<file path="config.mk">
export PLATFORM = sky130hd
export DESIGN_NAME = mdu_seq
export DESIGN_NICKNAME = d
export VERILOG_FILES = /design/src/rtl/mdu_seq.sv
export SDC_FILE = /design/constraint.sdc
export NUM_CORES = 1
export LEC_CHECK = 0
export CORE_MARGIN = 2
export CORE_UTILIZATION = 50
export DETAILED_ROUTE_END_ITERATION = 8
export GPL_ROUTABILITY_DRIVEN = 0
export HOLD_SLACK_MARGIN = 0.06
export PLACE_DENSITY_LB_ADDON = 0.15
export RECOVER_POWER = 100
export SYNTH_ARGS = -nofsm -noshare
export SYNTH_HDL_FRONTEND = slang
export SYNTH_SLANG_ARGS = --single-unit
export TNS_END_PERCENT = 1
</file>
<file path="constraint.sdc">
create_clock -name clk -period 4.1 [get_ports clk]
set_input_delay 0.82 -clock clk [delete_from_list [all_inputs] [get_ports clk]]
set_output_delay 0.82 -clock clk [all_outputs]
set_load 0.1 [all_outputs]
</file>
<file path="src/rtl/mdu_seq.sv">
// mdu_seq: iterative MIPS multiply/divide sequencer owning the HI/LO registers
// Ports:
//   clk, rst_n    clock; synchronous active-low reset
//   start, op     request (00 MUL, 01 DIV, 10 MTHI, 11 MTLO), accepted only when ready
//   sign          1 signed (MULT/DIV), 0 unsigned (MULTU/DIVU)
//   a, b          rs / rt operands
//   cancel        pipeline flush, aborts any operation in flight
//   ready, stall  idle / busy indications (combinational)
//   done          one-cycle pulse when a MUL/DIV result lands in hi/lo
//   hi, lo        HI and LO registers
module mdu_seq #(
    parameter int DATA_W = 32
) (
    input  logic              clk,
    input  logic              rst_n,
    input  logic              start,
    input  logic [1:0]        op,
    input  logic              sign,
    input  logic [DATA_W-1:0] a,
    input  logic [DATA_W-1:0] b,
    input  logic              cancel,
    output logic              ready,
    output logic              stall,
    output logic              done,
    output logic [DATA_W-1:0] hi,
    output logic [DATA_W-1:0] lo
);
    localparam int CW = $clog2(DATA_W);
    localparam logic [CW-1:0] LAST = CW'(DATA_W - 1);

    typedef enum logic [1:0] {IDLE, MUL, DIV, FIX} state_t;

    state_t              state, state_nx;
    logic [CW-1:0]       cnt;
    logic [DATA_W-1:0]   m;
    logic [2*DATA_W-1:0] p;
    logic                neg_q, neg_r, is_div, bzero;
    logic [DATA_W-1:0]   mag_a, mag_b, q_fix, r_fix;
    logic [DATA_W:0]     msum, dt;
    logic                dge;
    logic [2*DATA_W-1:0] p_mul, p_div, prod;

    always_ff @(posedge clk) begin
        if (!rst_n) state <= IDLE;
        else        state <= state_nx;
    end

    always_comb begin
        state_nx = state;
        if (state == IDLE && start) state_nx = op == 2'b00 ? MUL : op == 2'b01 ? DIV : IDLE;
        if ((state == MUL || state == DIV) && cnt == LAST) state_nx = FIX;
        if (state == FIX) state_nx = IDLE;
        if (cancel) state_nx = IDLE;
        ready = state == IDLE;
        stall = state != IDLE;
    end

    // p holds {upper, lower}: product accumulator/multiplier for MUL, remainder/quotient for DIV
    always_comb begin
        mag_a = (sign && a[DATA_W-1]) ? -a : a;
        mag_b = (sign && b[DATA_W-1]) ? -b : b;
        msum  = {1'b0, p[2*DATA_W-1:DATA_W]} + {1'b0, p[0] ? m : '0};
        p_mul = {msum, p[DATA_W-1:1]};
        dt    = {p[2*DATA_W-1:DATA_W], p[DATA_W-1]};
        dge   = dt >= {1'b0, m};
        p_div = {dge ? dt[DATA_W-1:0] - m : dt[DATA_W-1:0], p[DATA_W-2:0], dge};
        prod  = neg_q ? -p : p;
        // divide-by-zero keeps the all-ones quotient regardless of operand signs
        q_fix = (neg_q && !bzero) ? -p[DATA_W-1:0] : p[DATA_W-1:0];
        r_fix = neg_r ? -p[2*DATA_W-1:DATA_W] : p[2*DATA_W-1:DATA_W];
    end

    always_ff @(posedge clk) begin
        if (!rst_n) begin
            hi     <= '0;
            lo     <= '0;
            done   <= 1'b0;
            cnt    <= '0;
            m      <= '0;
            p      <= '0;
            neg_q  <= 1'b0;
            neg_r  <= 1'b0;
            is_div <= 1'b0;
            bzero  <= 1'b0;
        end else begin
            done <= 1'b0;
            if (!cancel) begin
                case (state)
                    IDLE: if (start) begin
                        if (op == 2'b10) hi <= a;
                        if (op == 2'b11) lo <= a;
                        cnt    <= '0;
                        m      <= op[0] ? mag_b : mag_a;
                        p      <= {{DATA_W{1'b0}}, op[0] ? mag_a : mag_b};
                        neg_q  <= sign && (a[DATA_W-1] ^ b[DATA_W-1]);
                        neg_r  <= sign && a[DATA_W-1];
                        is_div <= op[0];
                        bzero  <= b == '0;
                    end
                    MUL: begin
                        p   <= p_mul;
                        cnt <= cnt + 1'b1;
                    end
                    DIV: begin
                        p   <= p_div;
                        cnt <= cnt + 1'b1;
                    end
                    FIX: begin
                        {hi, lo} <= is_div ? {r_fix, q_fix} : prod;
                        done     <= 1'b1;
                    end
                endcase
            end
        end
    end
endmodule

</file>
Yosys cells after proc, flatten, opt, wreduce, memory -nomap -nowiden
Index checks and enable logic that the tools add are counted.
{ "word_totals": {"regBits": 172, "latch_bits": 0, "mem_bits_rw": 0, "rom_bits": 0, "in_bits": 71, "out_inout_bits": 67, "n_memories": 0} }
{ "classes": {"n_addsub": 8, "mul": 0, "div_mod_pow": 0, "n_lt_le_gt_ge": 1, "eq_ne": 10, "shifts": 0, "mux": 25, "n_bitwise": 3, "reduce_logical": 24} }
{ "ops": {"columns": ["operator", "count"], "rows": [
  ["$mux W32", 12],
  ["$mux W64", 3],
  ["$pmux W64 S3", 1],
  ["$neg A32 Y32", 4],
  ["$pmux W32 S2", 2],
  ["$neg A64 Y64", 1],
  ["$add A32 B32 Y33", 1],
  ["$ge A33 B32 Y1", 1],
  ["$logic_not A32 Y1", 1],
  ["$sub A32 B32 Y32", 1],
  ["$pmux W5 S2", 1],
  ["$reduce_and A3 Y1", 3],
  ["$eq A2 B2 Y1 const B", 4],
  ["$mux W2", 4],
  ["$reduce_and A4 Y1", 2],
  ["$reduce_bool A2 Y1", 4],
  ["$logic_and A1 B1 Y1", 6],
  ["$add A5 B1 Y5 const B", 1],
  ["$eq A5 B5 Y1 const B", 1],
  ["$mux W5", 1],
  ["$eq A2 B1 Y1 const B", 2],
  ["$logic_not A2 Y1", 2],
  ["$ne A2 B1 Y1 const B", 2],
  ["$reduce_or A2 Y1", 2],
  ["8 further kinds", 9]
]} }

Logic depth before layout (Yosys ltp)
{ "logic_depth": {"word_depth": 5, "ltp_mapped": 15, "mapped_depth_nobuf": 14} }

Least setup slack after synthesis
Ideal clock, no wire load.
{ "synth_timing": {"path_kind": "register to register", "start": "register state[0]", "end": "register p[54]", "setup_time_ps": 122, "arrival_time_ps": 3442, "slack_ps": 536, "stages_incl_launch_ff": 10, "n_path_buf": 1, "cell_sequence": "dfxtp_1 > inv_1 > ha_1 > inv_1 > o21ai_1 > nor2_1 > nand3_1 > clkbuf_1 > nor2_1 > a221o_1"} }
{ "synth_between": {"elab_chain_cells": 3, "word_cells_on_any_way": 7, "classes_between": "eq/ne (3); mux (1); reduce/logical (3)"} }
{ "synth_lines": {"columns": ["element", "line", "text"], "rows": [
  ["start, declared", "33", "state_t state, state_nx;"],
  ["start signal, assigned", "45", "else state <= state_nx;"],
  ["$logic_not A2 Y1 *", null, null],
  ["via ready", "22", "output logic ready,"],
  ["$ne A2 B2 Y1 (no line) / $reduce_bool A3 Y1 (equally long branches)", null, null],
  ["$reduce_and A3 Y1 (no line)", null, null],
  ["end signal, assigned", "94", "p <= {{DATA_W{1'b0}}, op[0] ? mag_a : mag_b};"],
  ["end signal, assigned", "101", "p <= p_mul;"],
  ["end signal, assigned", "105", "p <= p_div;"],
  ["end, declared", "36", "logic [2*DATA_W-1:0] p;"]
]} }
The timed path passes the listed nets; every way through them passes the cells marked *.
A chain may end at the register's enable or synchronous reset.

Worst setup path after layout
{ "layout_timing": {"start": "register m[3]", "end": "register p[35]"} }
{ "layout_between": {"elab_chain_cells": 3, "word_cells_on_any_way": 6, "classes_between": "add/sub (2); order compare (1); mux (3)"} }
{ "layout_lines": {"columns": ["element", "line", "text"], "rows": [
  ["start, declared", "35", "logic [DATA_W-1:0] m;"],
  ["start signal, assigned", "93", "m <= op[0] ? mag_b : mag_a;"],
  ["$sub A32 B32 Y32, or another cell as far along", "66", "p_div = {dge ? dt[DATA_W-1:0] - m : dt[DATA_W-1:0], p[DATA_W-2:0], dge};"],
  ["$mux W32 / $add A32 B32 Y33 (equally long branches)", "66, 62", null],
  ["$pmux W64 S3 *", "88", "case (state)"]
]} }
Mark *: on every way between the ends. The rest lies on a longest branch, timed or not.

==> load_flow_metrics.sql <==
INSERT INTO impl_metrics (metric_group, metric, value, unit) VALUES
('run_status', 'status', 'completed', ''),
('grt', 'via_count_of_the_first_global_routing_pass', '14100', ''),
('die', 'die_h', '173', 'um'),
('die', 'floorplan.die.width', '173', 'um'),
('logic_synthesis', 'synth.ff_latch_count', '172', ''),
('route', 'detail_route.iter0.violations', '1929', ''),
('final_layout', 'flow.area_growth_from_synthesis', '16.9', '%'),
('logic_synthesis', 'synth_cells', '1973', ''),
('clock_network', 'ctsHtreeMaxLevel', '4', ''),
('logic_synthesis', 'synth_enable_flop_cells', '0', ''),
('logic_synthesis', 'synth_ff_type', 'sky130_fd_sc_hd__dfxtp_1', ''),
('grt', 'wire_length_of_the_first_global_routing_pass', '82000', 'um'),
('sta', 'final.setup.tns', '0', 'ns'),
('grt', 'grt_use_total', '0.347', ''),
('placement', 'portBuffers', '137', ''),
('worst_setup_path', 'timing.critical_path.fanout_max', '15', ''),
('grt', 'antenna_found_initial', '0', ''),
('worst_setup_path', 'critPathArrivalTime', '4.17', 'ns'),
('clock_network', 'cts_inserted_buffers', '17', ''),
('min_path', 'holdCritPathClass', 'reg -> reg', ''),
('die', 'core_area', '28000', 'um2'),
('logic_synthesis', 'async_flop_share', '0', ''),
('final_layout', 'layout_nets', '2215', ''),
('clock_network', 'clock_path_buffers', '2', ''),
('worst_setup_path', 'worst_setup_path_end_kind', 'register', ''),
('logic_synthesis', 'total_standard_cell_area_after_synthesis', '14300', 'um2'),
('worst_setup_path', 'critical_path.cell_chain', 'inv_1, ha_1, a21o_1, a21oi_1, o21ai_0, a211oi_2, a31oi_1, a21oi_1, o211a_1, clkbuf_2, o21ai_0, a221o_1', ''),
('route', 'drc_errors', '0', ''),
('sta', 'max_fclk', '261', 'MHz'),
('grt', 'grt_max_degree', '84', ''),
('worst_setup_path', 'critPathMaxStageDelay', '0.44', 'ns'),
('logic_synthesis', 'synth-seq-area-share', '0.240', ''),
('final_layout', 'multi_input_gate_area', '10100', 'um2'),
('final_layout', 'seqCellArea', '3440', 'um2'),
('clock_network', 'clk_pin_slew_worst_paths', '0.07', 'ns'),
('logic_synthesis', 'synth.top_cells.by_count', 'sky130_fd_sc_hd__a21oi_1 (257), sky130_fd_sc_hd__nor2_1 (245), sky130_fd_sc_hd__dfxtp_1 (172), sky130_fd_sc_hd__nand2_1 (156), sky130_fd_sc_hd__o21ai_0 (132)', ''),
('sta', 'final.min_clock_period', '3.83', 'ns'),
('clock_network', 'cts.root.buffer_cell', 'sky130_fd_sc_hd__clkbuf_16', ''),
('logic_synthesis', 'synth.top_cells.by_area', 'sky130_fd_sc_hd__dfxtp_1 (24%), sky130_fd_sc_hd__a21oi_1 (9.0%), sky130_fd_sc_hd__ha_1 (6.5%), sky130_fd_sc_hd__nor2_1 (6.4%), sky130_fd_sc_hd__xnor2_1 (5.1%)', ''),
('clock_network', 'tritoncts', 'built', ''),
('worst_setup_path', 'worstSetupStartpointType', 'register', ''),
('worst_setup_path', 'critical_path_class', 'reg -> reg', ''),
('power_and_ir_drop', 'power.density', '288', 'nW/um2'),
('logic_synthesis', 'synth_cell_types', '78', ''),
('route', 'routedWlPerCell', '21.7', 'um'),
('logic_synthesis', 'synthDominantAreaCellType', 'sky130_fd_sc_hd__dfxtp_1', ''),
('sta', 'final.period_utilization', '0.935', ''),
('logic_synthesis', 'synth.most_common_cell', 'sky130_fd_sc_hd__a21oi_1', ''),
('clock_network', 'post-cts-setup-buffers', '0', ''),
('grt', 'grt_remaining_overflow', '0', ''),
('job', 'drv.max_cap_violation_count', '0', ''),
('power_and_ir_drop', 'p_leak', '0.00688', 'uW'),
('sta', 'finalHoldViolCount', '0', ''),
('worst_setup_path', 'critical_path_required', '4.44', 'ns'),
('sta', 'grt_setup_unrepaired', 'false', ''),
('sta', 'worst_pin_slew', '1.29', 'ns'),
('sta', 'slew_viol_final', '0', ''),
('clock_network', 'cts-hold-fix-buffers', '0', ''),
('final_layout', 'stdcell_area', '16800', 'um2'),
('clock_network', 'clkSinkCount', '172', ''),
('route', 'via_per_inst', '6.41', ''),
('sta', 'setup_violations', '0', ''),
('worst_setup_path', 'crit_path_top_delay_cell', 'sky130_fd_sc_hd__a21oi_1', ''),
('route', 'finalWirelength', '53400', 'um'),
('route', 'first_pass_iters', '6', ''),
('final_layout', 'antennaDiodeCount', '0', ''),
('power_and_ir_drop', 'ir_drop', '0.304', 'mV'),
('die', 'row_count', '61', ''),
('route', 'final_antenna_net_count', '0', ''),
('die', 'io-pin-count', '138', ''),
('clock_network', 'clkLatencyLatePin', '0.45', 'ns');
==> metal layers <==
metal / vias to the layer above / share of wire / GRT usage / wire (um)
met1: 7406 / 0.43 / 0.489 / 23100
met2: 871 / 0.41 / 0.512 / 22000
met5: - / 0 / 0 / 0
li1: 7377 / - / - / -
met3: 109 / 0.11 / 0.0682 / 5890
met4: 0 / 0.044 / 0.154 / 2380
==> worst max-delay path, delay by kind of cell, from the launching register on <==
| family | cells | cell delay (ns) |
|---|---|---|
| AO/OA/AOI/OAI | 9 | 2.54 |
| flip-flops | 1 | 0.35 |
| buffers and inverters | 2 | 0.46 |
| adder cells (fa/ha/maj) | 1 | 0.37 |
==> registers in the layout, summed over array words and instances, names as in the netlist <==
name    cells
done        1
lo         32
hi         32
neg_q       1
is_div      1
state       2
bzero       1
p          64
neg_r       1
m          32
cnt         5
==> report_power, final <==
group	total, uW	switching (uW)	internal [uW]
combinational	1240	814	431
clock	1780	786	995
sequential	1810	76.2	1730
==> metrics by stage <==
stage / utilization / total power, uW / hold WS [ns] / cells / setup WS, ns
3_5_place_dp: 0.580 / 3070 / 0.445 / 2427 / 0.100
3_3_place_gp: 0.580 / 3050 / 0.442 / 2427 / 0.227
5_1_grt: 0.598 / 4990 / 0.468 / 2459 / 0.0530
2_1_floorplan: - / 2630 / 0.432 / 1973 / 0.536
4_1_cts: 0.602 / 4820 / 0.452 / 2459 / 0.368
6_report: 0.598 / 4830 / 0.452 / 2459 / 0.267
==> cells by family after synthesis <==
family	Yosys count	share of synthesized area
AO/OA/AOI/OAI	706	0.313
AND/OR/NAND/NOR	612	0.198
buffers and inverters	207	0.0562
flip-flops	172	0.240
XOR/XNOR	163	0.0996
adder cells (fa/ha/maj)	76	0.0674
multiplexers	37	0.0258
==> layout make-up <==
class / instances / share of cell area
clock buffer: 19 / 0.0264
clock inverter: 13 / 0.0107
inverter: 73 / 0.0163
multi-input combinational: 1594 / 0.600
sequential: 172 / 0.205
tap: 378 / 0.0282
timing repair buffer: 210 / 0.113
==> placed cells by master (no fill, tap or decap), types with 42 or more instances in the layout <==
master and n:
sky130_fd_sc_hd__a21oi_1 257, sky130_fd_sc_hd__nor2_1 247, sky130_fd_sc_hd__dfxtp_1 172, sky130_fd_sc_hd__nand2_1 156, sky130_fd_sc_hd__o21ai_0 133, sky130_fd_sc_hd__xnor2_1 84
sky130_fd_sc_hd__xor2_1 79, sky130_fd_sc_hd__ha_1 73, sky130_fd_sc_hd__inv_1 72, sky130_fd_sc_hd__dlygate4sd3_1 72, sky130_fd_sc_hd__clkdlybuf4s50_1 63, sky130_fd_sc_hd__buf_4 61
sky130_fd_sc_hd__a211oi_1 52, sky130_fd_sc_hd__nand3_1 48, sky130_fd_sc_hd__a21o_1 42
==> worst paths after layout <==
path / slack, ns / depth (start not counted) / to / startpoint
worst min register to register: 0.45 / 2 / m[13]$_SDFFE_PN0P_ / m[13]$_SDFFE_PN0P_
worst max register to register: 0.27 / 12 / p[35]$_SDFFE_PN0P_ / m[3]$_SDFFE_PN0P_
worst min-delay path: 0.45 / 2 / m[13]$_SDFFE_PN0P_ / m[13]$_SDFFE_PN0P_
worst max-delay path: 0.27 / 12 / p[35]$_SDFFE_PN0P_ / m[3]$_SDFFE_PN0P_
No activity file was read; power rests on OpenSTA's default activity.
